==> src/rtl/trigger_seq_pkg.sv <==
// Shared types and constants for the trigger sweep sequencer.
// Holds the FSM state encoding, fault codes and the table entry layout.
// The fine-delay clamp and the rest-state test live here so top and bench agree.
package trigger_seq_pkg;

  typedef enum logic [2:0] {
    ST_IDLE    = 3'd0,
    ST_LOAD    = 3'd1,
    ST_SETTLE  = 3'd2,
    ST_ARMED   = 3'd3,
    ST_ADVANCE = 3'd4,
    ST_DONE    = 3'd5,
    ST_FAULT   = 3'd6
  } state_t;

  // Largest fine delay the MMCM phase shifter can realise.
  localparam logic [15:0] FINE_MAX_PS = 16'd9999;

  localparam logic [1:0] FAULT_NONE         = 2'd0;
  localparam logic [1:0] FAULT_BAD_LEN      = 2'd1;
  localparam logic [1:0] FAULT_LOCK_TIMEOUT = 2'd2;

  // One sweep step: coarse delay in clock cycles, fine delay in picoseconds.
  typedef struct packed {
    logic [31:0] coarse;
    logic [15:0] fine;
  } tbl_entry_t;

  // Clamp a programmed fine delay to what the MMCM can do.
  function automatic logic [15:0] sat_fine(input logic [15:0] ps);
    return (ps > FINE_MAX_PS) ? FINE_MAX_PS : ps;
  endfunction

  // States in which the sequencer is at rest: table writable, arm accepted.
  function automatic logic is_rest(input state_t s);
    return (s == ST_IDLE) || (s == ST_DONE) || (s == ST_FAULT);
  endfunction

endpackage

==> src/rtl/trigger_seq_table.sv <==
// Delay table: DEPTH entries of (coarse, fine), one write port, one read port.
// Read data follows rd_addr combinationally; the caller keeps rd_addr registered.
// Storage has no reset so a programmed table survives a sequencer reset.
module trigger_seq_table
  import trigger_seq_pkg::*;
#(
  parameter int DEPTH  = 16,
  parameter int ADDR_W = $clog2(DEPTH)
) (
  input  logic              clk,
  input  logic              we,
  input  logic [ADDR_W-1:0] wr_addr,
  input  tbl_entry_t        wr_data,
  input  logic [ADDR_W-1:0] rd_addr,
  output tbl_entry_t        rd_data
);

  tbl_entry_t mem [DEPTH];

  // Single write port; contents only change on an accepted host write.
  always_ff @(posedge clk) begin
    if (we) begin
      mem[wr_addr] <= wr_data;
    end
  end

  assign rd_data = mem[rd_addr];

endmodule

==> src/rtl/trigger_sweep_sequencer.sv <==
// Steps the trigger delay datapath through a table of (coarse, fine) delays, one shot per entry.
// Update strobes one cycle after arm/advance; trigger enabled SETTLE_CYCLES+2 cycles after that.
// abort wins over everything; table writes are dropped unless the sequencer is at rest.
module trigger_sweep_sequencer
  import trigger_seq_pkg::*;
#(
  parameter int DEPTH         = 16,
  parameter int SETTLE_CYCLES = 64,
  parameter int LOCK_TIMEOUT  = 65536,
  parameter int ADDR_W        = $clog2(DEPTH)
) (
  input  logic              clk,
  input  logic              rst,
  input  logic              tbl_we,
  input  logic [ADDR_W-1:0] tbl_addr,
  input  logic [31:0]       tbl_coarse,
  input  logic [15:0]       tbl_fine,
  input  logic [ADDR_W:0]   tbl_len,
  input  logic              loop_en,
  input  logic              arm,
  input  logic              abort,
  input  logic              trig_fired,
  input  logic              mmcm_locked,
  output logic [31:0]       coarse_delay,
  output logic              coarse_update,
  output logic [15:0]       fine_delay_ps,
  output logic              fine_update,
  output logic              trig_enable,
  output logic              busy,
  output logic              done,
  output logic              fault,
  output logic [1:0]        fault_code,
  output logic [ADDR_W-1:0] cur_index,
  output logic [31:0]       shot_count
);

  localparam int SW = $clog2(SETTLE_CYCLES + 1);
  localparam int TW = $clog2(LOCK_TIMEOUT + 1);

  state_t            state;
  state_t            state_next;
  logic              trig_prev;
  logic              trig_rise;
  logic              arm_evt;
  logic              len_ok;
  logic [ADDR_W:0]   idx_inc;
  logic              idx_last;
  logic [ADDR_W-1:0] idx_next;
  logic [ADDR_W-1:0] rd_addr;
  tbl_entry_t        rd_data;
  tbl_entry_t        wr_data;
  logic              tbl_wr;
  logic [SW-1:0]     settle_cnt;
  logic [TW-1:0]     tmo_cnt;
  logic              settle_hit;
  logic              tmo_hit;

  assign trig_rise = trig_fired & ~trig_prev;
  assign arm_evt   = is_rest(state) & arm & ~abort;
  assign len_ok    = (tbl_len != '0) && (tbl_len <= (ADDR_W + 1)'(DEPTH));

  // Live tbl_len is compared with >= so a shrunken length still terminates or wraps.
  assign idx_inc  = {1'b0, cur_index} + 1'b1;
  assign idx_last = (idx_inc >= tbl_len);
  assign idx_next = idx_last ? '0 : idx_inc[ADDR_W-1:0];

  assign settle_hit = mmcm_locked && (settle_cnt == SW'(SETTLE_CYCLES - 1));
  assign tmo_hit    = (tmo_cnt == TW'(LOCK_TIMEOUT - 1));

  assign tbl_wr  = tbl_we & is_rest(state);
  assign wr_data = '{coarse: tbl_coarse, fine: tbl_fine};

  trigger_seq_table #(
    .DEPTH  (DEPTH),
    .ADDR_W (ADDR_W)
  ) u_table (
    .clk     (clk),
    .we      (tbl_wr),
    .wr_addr (tbl_addr),
    .wr_data (wr_data),
    .rd_addr (rd_addr),
    .rd_data (rd_data)
  );

  // State register.
  always_ff @(posedge clk or posedge rst) begin
    if (rst) begin
      state <= ST_IDLE;
    end else begin
      state <= state_next;
    end
  end

  // Next-state decode; abort overrides every other transition, including arm.
  always_comb begin
    state_next = state;
    if (abort) begin
      state_next = ST_IDLE;
    end else begin
      case (state)
        ST_IDLE, ST_DONE, ST_FAULT: begin
          if (arm) begin
            state_next = len_ok ? ST_LOAD : ST_FAULT;
          end
        end
        ST_LOAD: begin
          state_next = ST_SETTLE;
        end
        ST_SETTLE: begin
          if (settle_hit) begin
            state_next = ST_ARMED;
          end else if (tmo_hit) begin
            state_next = ST_FAULT;
          end
        end
        ST_ARMED: begin
          if (trig_rise) begin
            state_next = ST_ADVANCE;
          end
        end
        ST_ADVANCE: begin
          state_next = (idx_last && !loop_en) ? ST_DONE : ST_LOAD;
        end
        default: begin
          state_next = ST_IDLE;
        end
      endcase
    end
  end

  // Trigger edge history runs in every state so a level already high entering ARMED is not a shot.
  always_ff @(posedge clk or posedge rst) begin
    if (rst) begin
      trig_prev <= 1'b0;
    end else begin
      trig_prev <= trig_fired;
    end
  end

  // Lock-settle and timeout counters, both live only while in SETTLE.
  always_ff @(posedge clk or posedge rst) begin
    if (rst) begin
      settle_cnt <= '0;
      tmo_cnt    <= '0;
    end else if (state == ST_SETTLE && state_next == ST_SETTLE) begin
      settle_cnt <= mmcm_locked ? settle_cnt + 1'b1 : '0;
      tmo_cnt    <= tmo_cnt + 1'b1;
    end else begin
      settle_cnt <= '0;
      tmo_cnt    <= '0;
    end
  end

  // Look-ahead read address: entry 0 while at rest, the following entry while ARMED.
  always_ff @(posedge clk or posedge rst) begin
    if (rst) begin
      rd_addr <= '0;
    end else if (is_rest(state_next)) begin
      rd_addr <= '0;
    end else if (state == ST_ARMED) begin
      rd_addr <= idx_next;
    end
  end

  // Registered outputs, decoded from the next state so they line up with it.
  always_ff @(posedge clk or posedge rst) begin
    if (rst) begin
      coarse_delay  <= '0;
      coarse_update <= 1'b0;
      fine_delay_ps <= '0;
      fine_update   <= 1'b0;
      trig_enable   <= 1'b0;
      busy          <= 1'b0;
      done          <= 1'b0;
      fault         <= 1'b0;
      fault_code    <= FAULT_NONE;
      cur_index     <= '0;
      shot_count    <= '0;
    end else begin
      trig_enable   <= (state_next == ST_ARMED);
      busy          <= !is_rest(state_next);
      coarse_update <= (state_next == ST_LOAD);
      fine_update   <= (state_next == ST_LOAD);

      if (state_next == ST_LOAD) begin
        coarse_delay  <= rd_data.coarse;
        fine_delay_ps <= sat_fine(rd_data.fine);
        cur_index     <= rd_addr;
      end

      if (arm_evt && len_ok) begin
        shot_count <= '0;
        done       <= 1'b0;
        fault      <= 1'b0;
        fault_code <= FAULT_NONE;
      end else if (arm_evt) begin
        done       <= 1'b0;
        fault      <= 1'b1;
        fault_code <= FAULT_BAD_LEN;
      end else begin
        if (state == ST_SETTLE && state_next == ST_FAULT) begin
          fault      <= 1'b1;
          fault_code <= FAULT_LOCK_TIMEOUT;
        end
        if (state == ST_ADVANCE && state_next == ST_DONE) begin
          done <= 1'b1;
        end
        if (state == ST_ARMED && state_next == ST_ADVANCE && shot_count != '1) begin
          shot_count <= shot_count + 32'd1;
        end
      end
    end
  end

endmodule

==> config.mk <==
export PLATFORM = sky130hd
export DESIGN_NAME = trigger_sweep_sequencer
export DESIGN_NICKNAME = d
export VERILOG_FILES = /design/src/rtl/trigger_seq_pkg.sv /design/src/rtl/trigger_seq_table.sv /design/src/rtl/trigger_sweep_sequencer.sv
export SDC_FILE = /design/constraint.sdc
export NUM_CORES = 1
export LEC_CHECK = 0
export CAP_MARGIN = 20
export CELL_PAD_IN_SITES_DETAIL_PLACEMENT = 0
export CELL_PAD_IN_SITES_GLOBAL_PLACEMENT = 1
export CORE_MARGIN = 5
export CORE_UTILIZATION = 30
export CTS_BUF_LIST = sky130_fd_sc_hd__clkbuf_2
export DETAILED_ROUTE_END_ITERATION = 8
export MAX_ROUTING_LAYER = met4
export PLACE_DENSITY = 0.53
export SYNTH_ARGS = -nofsm -noshare
export SYNTH_HDL_FRONTEND = slang
export SYNTH_SLANG_ARGS = --single-unit
==> constraint.sdc <==
create_clock -name clk -period 5.8 [get_ports clk]
set_input_delay 0.58 -clock clk [delete_from_list [all_inputs] [get_ports clk]]
set_output_delay 0.58 -clock clk [all_outputs]
set_load 0.03 [all_outputs]
=== Word-level counts from Yosys, hierarchy flattened ===
Memory sizes are Yosys's and may differ from the RTL's.
Cells that the tools add are included.

* Bitwise operators: 6
* Add/sub/neg operators: 4
* Equal/unequal tests: 16
* Multiplexer cells: 29
* Magnitude comparators: 3
* Reductions and logical operators: 24

{| class="wikitable"
|+ Operator list
! kind !! count
|-
| $mux W32 || 3
|-
| $add A32 B1 Y32 const B || 1
|-
| $ne A32 B32 Y1 const B || 1
|-
| $mux W3 || 7
|-
| $eq A3 B3 Y1 const B || 6
|-
| $add A17 B1 Y17 const B || 1
|-
| $eq A17 B16 Y1 const B || 1
|-
| $mux W17 || 1
|-
| $gt A16 B14 Y1 const B || 1
|-
| $mux W16 || 1
|-
| $pmux W3 S5 || 1
|-
| $mux W7 || 2
|-
| $eq A3 B2 Y1 const B || 4
|-
| $mux W4 || 3
|-
| $logic_and A1 B1 Y1 || 9
|-
| $mux W1 || 8
|-
| $add A7 B1 Y7 const B || 1
|-
| $eq A7 B6 Y1 const B || 1
|-
| $eq A3 B1 Y1 const B || 2
|-
| $logic_not A3 Y1 || 2
|-
| $mux W2 || 3
|-
| $reduce_bool A3 Y1 || 2
|-
| $add A4 B1 Y5 const B || 1
|-
| $ge A5 B5 Y1 || 1
|-
| other kinds (10) || 19
|}

* Memories kept: 1
* Output and inout port bits: 92
* Register bits: 123
* RAM bits: 768
* Input bits: 65
* Logic and storage cells: 98

{| class="wikitable"
|+ Memories
! memory !! words !! bits a word !! rd ports !! clocked after Yosys merged registers in !! wr ports !! RTL line !! text
|-
| u_table.mem || 16 || 48 || 1 || 0 || 1 || trigger_seq_table.sv:18 || <nowiki>tbl_entry_t mem [DEPTH];</nowiki>
|}

=== Longest topological paths before layout ===
Gate-level depths: netlist of run 1.

* Depth after elaboration: 12
* Depth in mapped cells: 15
* Gate-level depth less buffers: 13

=== Modules after synthesis ===
A second synthesis of run 1 with hierarchy kept.

* Cells, all modules: 1742
* Area total of the unflattened synthesis: 34649.5 sq um

{| class="wikitable"
|+ Modules (own cells, without submodules)
! module !! instances !! cells each !! area an instance (sq um) !! seq. area each (sq um)
|-
| trigger_seq_table || 1 || 1194 || 28730.1 || 23062.1
|-
| trigger_sweep_sequencer || 1 || 548 || 5919.4 || 3078.0
|}

=== Worst setup path after synthesis of run 1 ===
No wires, ideal clock.

* Kind: flip-flop to flip-flop
* From: register state[0]
* To: memory u_table.mem[0][0] (netlist bit) (enable)
* Required time: 5.287 ns
* Arrival: 4.698 ns
* Setup time: 0.513 ns
* Path slack: 0.589 ns
* Path buffers: 1
* Cell stages (with the launch flop): 8
* Period minus slack after synthesis: 5.211 ns
* Path through: dfrtp_1 > clkbuf_1 > xnor2_1 > nor2_1 > or2_2 > nand2_1 > or3_1 > nor3_1

* Longest elaborated chain between the ends: 6
* Elaborated cells on any way between the ends: 8
* Those cells by class: 2 x eq/ne; 2 x mux; 1 x bitwise; 3 x reduce/logical

{| class="wikitable"
|+ Ends and longest elaborated chain
! element !! RTL line !! text
|-
| start, declared || trigger_sweep_sequencer.sv:40 || <nowiki>state_t state;</nowiki>
|-
| start signal, assigned || trigger_sweep_sequencer.sv:90 || <nowiki>state <= state_next;</nowiki>
|-
| $eq A3 B3 Y1 or $logic_not A3 Y1 (tied branches) || trigger_seq_pkg.sv:36 || <nowiki>return (s == ST_IDLE) || (s == ST_DONE) || (s == ST_FAULT);</nowiki>
|-
| $logic_or A1 B1 Y1 || trigger_seq_pkg.sv:36 ||
|-
| $logic_or A1 B1 Y1 * || trigger_seq_pkg.sv:36 ||
|-
| $and A1 B1 Y1 * || trigger_sweep_sequencer.sv:70 || <nowiki>assign tbl_wr = tbl_we & is_rest(state);</nowiki>
|-
| $mux W1 * || trigger_seq_table.sv:22 || <nowiki>if (we) begin</nowiki>
|-
| $mux W1 (implied by the code) * || trigger_seq_table.sv:23 || <nowiki>mem[wr_addr] <= wr_data;</nowiki>
|-
| end, declared || trigger_seq_table.sv:18 ||
|}

Mark *: on every way between the ends. The rest lies on a longest branch, timed or not.

=== Final worst setup path of run 1 ===
* From: register tmo_cnt[1]
* To: register coarse_delay[0]

* Longest elaborated chain between the ends: 6

{| class="wikitable"
|+ Ends and longest elaborated chain
! element !! RTL line !! text
|-
| start, declared || trigger_sweep_sequencer.sv:54 || <nowiki>logic [TW-1:0] tmo_cnt;</nowiki>
|-
| start signal, assigned || trigger_sweep_sequencer.sv:147 || <nowiki>tmo_cnt <= tmo_cnt + 1'b1;</nowiki>
|-
| $eq A17 B16 Y1 || trigger_sweep_sequencer.sv:68 || <nowiki>assign tmo_hit = (tmo_cnt == TW'(LOCK_TIMEOUT - 1));</nowiki>
|-
| $mux W3 || trigger_sweep_sequencer.sv:112 || <nowiki>end else if (tmo_hit) begin</nowiki>
|-
| $mux W3 || trigger_sweep_sequencer.sv:110 || <nowiki>if (settle_hit) begin</nowiki>
|-
| $pmux W3 S5 || trigger_sweep_sequencer.sv:100 || <nowiki>case (state)</nowiki>
|-
| $mux W3 || trigger_sweep_sequencer.sv:97 || <nowiki>if (abort) begin</nowiki>
|-
| $eq A3 B1 Y1 || trigger_sweep_sequencer.sv:185 || <nowiki>if (state_next == ST_LOAD) begin</nowiki>
|-
| end signal, assigned || trigger_sweep_sequencer.sv:186 || <nowiki>coarse_delay <= rd_data.coarse;</nowiki>
|-
| end, declared || trigger_sweep_sequencer.sv:24 || <nowiki>output logic [31:0] coarse_delay,</nowiki>
|}

Every way passes these cells.
A chain may end at the register's enable or synchronous reset.

==> impl_results.md, run 1 <==
* Setup Fix Bufs, Post-CTS at 0
* Total power at 13,050 uW
* Largest net degree at the start of global routing at 119
* Logic pwr share at 10.4%
* H-Tree Depth at 4
* Most frequent cells after synthesis: 768 x edfxtp_1, 225 x mux4_2, 123 x dfrtp_1, 92 x nor2_1, 54 x nand2_1
* Core Rows at roughly 130
* Worst hold path type: primary input to async pin
* Cell Pwr Density at 317.4 nW/um^2
* VDD IR max at 221.3 uV
* Final slew viol count at 0
* Worst Setup Path Type: flip-flop to flip-flop
* Cts hold-fix bufs at 57
* Final core occ at 35.53%
* Syn_nets at about 1,800
* Sequential fraction of the synthesis area at 75.06%
* Net Sw Frac at 27.41%
* Clock sinks at between 800 and 900
* Boundary pin count at 157
* I/O Buffers at ~160
* Async set-reset flop share out of synthesis at 13.80%
* Clock power frac at approximately a third
* Nets at 2,160
* Post-DP HPWL at 49.10 mm
* Clock buffer depth at 3
* Area grow syn2layout at 18.08%
* Vias/cell at 4.746
* Hold Violations, Final at 0
* Vias in the first global route at 19,270
* Routed len/inst at 23.46 um
* Main combinational cell family by area after synthesis: multiplexers
* Routed Antenna Nets at 0
* Iter 0 DRT Violations at 1,032
* Routability cong. at about 0.74
* Simple-Gate Fraction of Synth Area at under 10%
* First-pass GRT wire length at roughly 130 mm
* RSZ-0062 raised after global routing: false
* Mux contribution to synthesized area at 16.02%
* Gate Count Post-Synth at 1,679
* Worst relative slew slack at 25.78%
* Required @ worst endpoint at between 7 and 8 ns
* Core footprint at 115,700 um^2
* Die Y at 350.7 um
* Layout fillers at about 11,000
* Crit path DAT at between 5 and 6 ns
* Crit Path Max Fanout at 30
* Ys flop type: edfxtp_1
* Starting Density at 30.09%
* Initial antenna violation count at 14
* Fin crit period at 3.788 ns
* Worst Skew at 0.1394 ns
* Yosys cell types at 64
* Outcome: complete, no violations
* Critical Path End Type: flip-flop
* Post-cts resize count at 0
* Setup TNS at 0 ns
* Die width at approximately 350 um
* F_max at 0.2640 GHz
* Synth area leader: edfxtp_1
* DRC viols at 0
* Post-synth EDFFs at between 700 and 800
* Setup violations, final at 0
* Clk Latency, worst-skew pair at 1.52 ns
* Cell Int Power at 9475 uW
* Xor/xnor share of the synthesized area at under 10%
* Synth top area share at about 66%
* Count leader, synth: edfxtp_1
* CTS Root Buffer Type: clkbuf_2
* Syn Std Cell Area at between 30,000 and 40,000 um^2
* Synth top area cells: edfxtp_1 66%, mux4_2 15%, dfrtp_1 8.8%, nor2_1 0.99%, xnor2_1 0.83%
* Compound-cell area share of the yosys netlist at 1.358%
* CP startpoint kind: flip-flop
* Tightest Pin Transition at 1.113 ns
* Post-synthesis register bit count at 891
* Vias at 18,120
* CTS buffer count at 225
* DRT Wirelength at 89.55 mm
* Synth Area in Adders at 0.3593%
* Global route overflow at 0
* Die ar. at 123,000 um^2
* Mean Syn Cell Area at 20.74 um^2
* Max_cap viols at 0
* Worst-path clk slew at 0.11 ns
* Final Cycle Share at 65.31%
* LEAKAGE at 0.01340 uW
* Net Sw Power at 3578 uW
* Final worst setup slack at 2.012 ns
* TritonCTS clock tree: built
* Yosys warns at 0
* Gr usage total at 15.02%
* 1st-pass router iterations at 5
* Seq pwr share at 56.5%
* Setup WS pre-CTS at roughly 1.7 ns
* Layout cells sized above 1 at 30.86%
-- final timing paths --
path / start / endpoint / slack [ns] / cells past startpoint
setup reg to reg: tmo_cnt[1]$_DFF_PP0_ / coarse_delay[0]$_DFFE_PP0P_ / 2.01 / 13
hold reg to reg: settle_cnt[0]$_DFF_PP0_ / settle_cnt[0]$_DFF_PP0_ / 0.47 / 1
min in group clk: tbl_addr[2] / u_table.mem[1][9]$_DFFE_PP_ / 0.24 / 2
max in group asynchronous: rst / coarse_delay[25]$_DFFE_PP0P_ / 4.20 / 4
setup / recovery: tmo_cnt[1]$_DFF_PP0_ / coarse_delay[0]$_DFFE_PP0P_ / 2.01 / 13
hold / removal: rst / shot_count[27]$_DFFE_PP0P_ / 0.16 / 3
-- kinds of logic after synthesis --
kind of cell	after synthesis
fa+ha+maj	10
mux	268
flops	891
simple gates	301
xor+xnor	50
buf+inv	94
compound gates	65
-- power by group through the flow --
stage / Clock (uW) / Combinational, uW / Sequential, uW
finish: 4320 / 1360 / 7380
detailed placement: 0 / 1350 / 7530
floorplan: 0 / 400 / 7760
global route: 4900 / 1450 / 7410
CTS: 4540 / 1390 / 7390
global placement: 0 / 1330 / 7530
-- layout by cell type, fill, tap and decap left out, types with 5 or more instances in the layout --
master           count
and2_1              11
nor2_1              79
a22oi_1             16
mux2_2              25
diode_2             12
or3_1                7
nor2b_1              7
nor3_1              22
inv_1               17
edfxtp_1           768
mux4_2             225
mux2i_1              7
a21oi_1              9
nand2_1             54
clkinv_2             8
mux2_4              10
o21ai_0              5
clkinv_1            53
and3_1              13
xor2_1              17
nand3_1             29
nand4_1             15
buf_12               7
buf_4               32
clkdlybuf4s50_1    156
xnor2_1             33
nand2b_1            10
ha_1                10
nor4_1              11
dlygate4sd3_1       57
and4_1               5
clkbuf_2           350
dfrtp_1            119
nor2_4              12
-- critical path, cell delays in order (launching register included) --
cell      delay, ns
dfrtp_1        0.38
ha_1           0.19
and3_1         0.21
nand3_1        0.09
nor2_1         0.29
and3_1         0.22
ha_1           0.13
inv_1          0.05
o32a_1         0.35
o21a_1         0.13
nand4_2        0.26
clkinv_2       0.55
buf_12         0.42
mux2_4         0.32
-- cell type report --
type	instances	area [um^2]	share of cell area, %
inverters	20	81.33	0.1978
clock buffers	350	1752	4.260
repair buffers	253	2527	6.146
multi-input cells	694	8263	20.09
flip-flops and latches	891	26150	63.60
well taps	1524	1907	4.637
clock inverters	73	407.9	0.9919
diodes	12	30.03	0.07303
-- per-layer routing --
metal  GRT usage, %  part of all wire (%)  vias to the layer above
met3          3.546                   5.1                      145
li1               -                     -                     7883
met2          24.23                    50                      497
met1          19.04                    43                     9592
met5              -                     0                        -
met4          4.490                   1.7                        0
-- registers in the layout (all words and copies together) (netlist names), 2 cells and up --
signal / count
coarse_delay: 32
cur_index: 4
fault_code: 2
fine_delay_ps: 16
rd_addr: 4
settle_cnt: 7
shot_count: 32
state: 3
tmo_cnt: 17
u_table.mem: 768
-- metrics by stage --
stage                     hold WS, ns  instances  area, um^2
final                          0.1619       3817       41120
after global routing          0.06332       3814       41110
after CTS                    0.005201       3804       41080
after detailed placement       0.4611       3324       38350
after global placement         0.4462       3323       38330
after floorplan                0.4329       1679       34830
Note: power is estimated with default switching activity, not from simulation.
==> run 2, diff against run 1 <==
==> constraint.sdc (replaced) <==
create_clock -name clk -period 3.8 [get_ports clk]
set_input_delay 0.38 -clock clk [delete_from_list [all_inputs] [get_ports clk]]
set_output_delay 0.38 -clock clk [all_outputs]
set_load 0.03 [all_outputs]
==> run 2 against run 1 <==
Compared with the run above: maximum frequency grew 12%; clock power grew 50%; hold slack gained 0.16 ns; non-clock buffer count grew 33; via count grew 0.24%; register-to-register slack lost 1.6 ns; clock-buffer cell count grew 3; largest cell class unchanged; sequential share of layout area shrank 0.59 points; routed wire length is essentially flat; final area grew 0.94%; highest routed layer unchanged.
==> impl_results.md, run 2 (synthesis gave the netlist of run 1 again) <==
* Placed instance area at 38,700 um^2 (was 38,350 um^2)
* Cell Pwr Density at 478.5 nW/um^2 (was 317.4 nW/um^2)
* Routed Antenna Nets at 0 (unchanged)
* Nets at 2,190 (was 2,160)
* Crit path DAT at 4.72 ns (was 5.09 ns)
* Required @ worst endpoint at 5.15 ns (was 7.10 ns)
* Final Cycle Share at 88.62% (was 65.31%)
* Worst Setup Path Type: flip-flop to flip-flop (unchanged)
* Initial antenna violation count at 10 (was 14)
* Worst relative slew slack at 39.52% (was 25.78%)
* Routability cong. at 0.7438 (was 0.7435)
* Starting Density at 30.09% (unchanged)
* VDD IR max at 296.2 uV (was 221.3 uV)
* Net Sw Frac at 27.16% (was 27.41%)
* Clock power frac at 32.7% (was 33.1%)
* Fin crit period at 3.368 ns (was 3.788 ns)
* Vias in the first global route at 19,470 (was 19,270)
* Net Sw Power at 5394 uW (was 3578 uW)
* Peak per-stage delay on the critical path at 0.68 ns (was 0.55 ns)
* Layout cells sized above 1 at 31.68% (was 30.86%)
* Post-cts resize count at 0 (unchanged)
* TritonCTS clock tree: built (unchanged)
* Worst Skew at 0.1031 ns (was 0.1394 ns)
* Commonest non-fill, non-tap cell in the layout: edfxtp_1 (unchanged)
* Final worst setup slack at 0.4323 ns (was 2.012 ns)
* Crit Path Max Fanout at 7 (was 30)
* Routed len/inst at 23.40 um (was 23.46 um)
* CP endpoint: settle_cnt[4]$_DFF_PP0_ (was coarse_delay[0]$_DFFE_PP0P_)
* Uppermost layer routed: met4 (unchanged)
* Largest reg by FF count: u_table.mem (unchanged)
* Reg2Reg Launch Point: cur_index[0]$_DFFE_PP0P_ (was tmo_cnt[1]$_DFF_PP0_)
* Critical R2R Capture: settle_cnt[4]$_DFF_PP0_ (was coarse_delay[0]$_DFFE_PP0P_)
* Boundary pin count at 157 (unchanged)
* CTS buffer count at 222 (was 225)
* Setup crit start: cur_index[0]$_DFFE_PP0P_ (was tmo_cnt[1]$_DFF_PP0_)
* Core footprint at 115,700 um^2 (unchanged)
* Outcome: complete, no violations (unchanged)
* Iter 0 DRT Violations at 1,250 (was 1,032)
* CP max-delay cell: dlygate4sd3_1 (was clkinv_2)
* Worst hold path type: primary input to flip-flop (was primary input to async pin)
* Worst-path clk slew at 0.13 ns (was 0.11 ns)
* WL met1 at 40.07 mm (was 38.82 mm)
* Die Y at 350.7 um (unchanged)
* Reg2reg setup slack at 0.43 ns (was 2.01 ns)
* Cells on worst reg2reg path at 11 (was 13)
* Setup WS pre-CTS at 0.4888 ns (was 1.739 ns)
* I/O Buffers at 156 (unchanged)
* Gr usage total at 15.10% (was 15.02%)
* Most frequent cells in the layout: 768 x edfxtp_1, 353 x clkbuf_2, 225 x mux4_2, 156 x clkdlybuf4s50_1, 119 x dfrtp_1 (was 768 x edfxtp_1, 350 x clkbuf_2, 225 x mux4_2, 156 x clkdlybuf4s50_1, 119 x dfrtp_1)
* Met3 wire len at 4.641 mm (was 4.610 mm)
* F_max at 0.2969 GHz (was 0.2640 GHz)
* Finished Cell Area at 41,510 um^2 (was 41,120 um^2)
* Crit-path cells: ha_1 > and3_1 > ha_1 > nand2_1 > dlygate4sd3_1 > nand2_1 > or2_2 > nor2_1 > nand3_1 > dlygate4sd3_1 > nor2_1 (was ha_1 > and3_1 > nand3_1 > nor2_1 > and3_1 > ha_1 > inv_1 > o32a_1 > o21a_1 > nand4_2 > clkinv_2 > buf_12 > mux2_4)
* CTS Root Buffer Type: clkbuf_2 (unchanged)
* RSZ-0062 raised after global routing: false (unchanged)
* Seq pwr share at 56.8% (was 56.5%)
* Die ar. at 123,000 um^2 (unchanged)
* Setup Fix Bufs, Post-CTS at 0 (unchanged)
* Core Rows at 125 (unchanged)
* H-Tree Depth at 4 (unchanged)
* Clk Latency, worst-skew pair at 1.45 ns (was 1.52 ns)
* Post-DP HPWL at 50.59 mm (was 49.10 mm)
* 1st-pass router iterations at 6 (was 5)
* First-pass GRT wire length at 131.6 mm (was 130.7 mm)
* DRC viols at 0 (unchanged)
* Setup violations, final at 0 (unchanged)
* Max_cap viols at 0 (unchanged)
* LEAKAGE at 0.01357 uW (was 0.01340 uW)
* Biggest regs: u_table.mem: 768 flops, coarse_delay: 32 flops, shot_count: 32 flops (unchanged)
* Cell Int Power at 14,470 uW (was 9475 uW)
* Global route overflow at 0 (unchanged)
* Die width at 350.7 um (unchanged)
* Final slew viol count at 0 (unchanged)
* Vias at 18,160 (was 18,120)
* Hold Violations, Final at 0 (unchanged)
* Clock sinks at 891 (unchanged)
* Critical Path End Type: flip-flop (unchanged)
* Area grow syn2layout at 19.18% (was 18.08%)
* Met2 routed WL at 43.40 mm (was 44.55 mm)
* Vias/cell at 4.746 (about the same)
* Logic pwr share at 10.5% (was 10.4%)
* Largest register FFs at 768 (unchanged)
* Tightest Pin Transition at 0.9073 ns (was 1.113 ns)
* Cts hold-fix bufs at 69 (was 57)
* CP startpoint kind: flip-flop (unchanged)
* Clock buffer depth at 3 (unchanged)
* DRT Wirelength at 89.54 mm (was 89.55 mm)
* Largest net degree at the start of global routing at 79 (was 119)
==> run 2: critical path: cells and delay by family (launching register included) <==
kind / cells / cell delay, ns
buf+inv: 2 / 1.22
flops: 1 / 0.44
fa+ha+maj: 2 / 0.42
simple gates: 7 / 1.20
==> run 2: power by group through the flow <==
stage | clock network, uW | logic [uW] | registers (uW)
after floorplan | 0 | 611 | 11800
after global placement | 0 | 2040 | 11500
after detailed placement | 0 | 2060 | 11500
after CTS | 6810 | 2140 | 11300
after global routing | 7340 | 2230 | 11300
final | 6490 | 2090 | 11300
==> run 2: metrics by stage <==
stage,power (uW),setup TNS [ns],hold WS [ns],instances,util (%)
2_1_floorplan,12450,-17.70,0.4114,1679,-
3_3_place_gp,13540,0,0.4458,3346,33.44
3_5_place_dp,13570,0,0.4568,3346,33.44
4_1_cts,20240,0,0.09692,3816,35.84
5_1_grt,20890,0,0.1959,3826,35.86
6_report,19860,0,0.3267,3826,35.86
==> run 2: area by class of cell <==
| cell class | instances | area, um^2 |
|---|---|---|
| fillers | 10960 | 74230 |
| repair buffers | 286 | 2960 |
| clock buffers | 353 | 1767 |
| inverters | 20 | 81.33 |
| diodes | 10 | 25.02 |
| well taps | 1524 | 1907 |
| flip-flops and latches | 891 | 26150 |
| clock inverters | 48 | 325.3 |
| multi-input cells | 694 | 8288 |
==> run 2: per-layer routing <==
metal,vias to the layer above,track usage [%]
met4,0,4.333
met1,9626,19.85
met2,515,23.88
li1,7900,-
met3,119,3.239
met5,-,-
==> run 2: how the worst min path moves through the flow <==
stage	from	to	slack [ns]	depth (start not counted)
CTS	tbl_coarse[3]	u_table.mem[12][19]$_DFFE_PP_	0.1	2
floorplan	trig_fired	trig_prev$_DFF_PP0_	0.41	0
global route	tbl_len[2]	rd_addr[1]$_DFFE_PP0P_	0.20	9
detailed placement	settle_cnt[0]$_DFF_PP0_	settle_cnt[0]$_DFF_PP0_	0.46	1
finish	tbl_len[2]	rd_addr[1]$_DFFE_PP0P_	0.33	9
global placement	settle_cnt[0]$_DFF_PP0_	settle_cnt[0]$_DFF_PP0_	0.45	1
==> run 3, diff against run 2 <==
--- a/config.mk
+++ b/config.mk
@@ -11,6 +11,7 @@
 export CORE_MARGIN = 5
 export CORE_UTILIZATION = 30
 export CTS_BUF_LIST = sky130_fd_sc_hd__clkbuf_2
+export CTS_CLUSTER_DIAMETER = 150
 export DETAILED_ROUTE_END_ITERATION = 8
 export MAX_ROUTING_LAYER = met4
 export PLACE_DENSITY = 0.53
==> results of run 3 <==
Same layout as run 2: the final DEF is identical, and so are final timing and power.
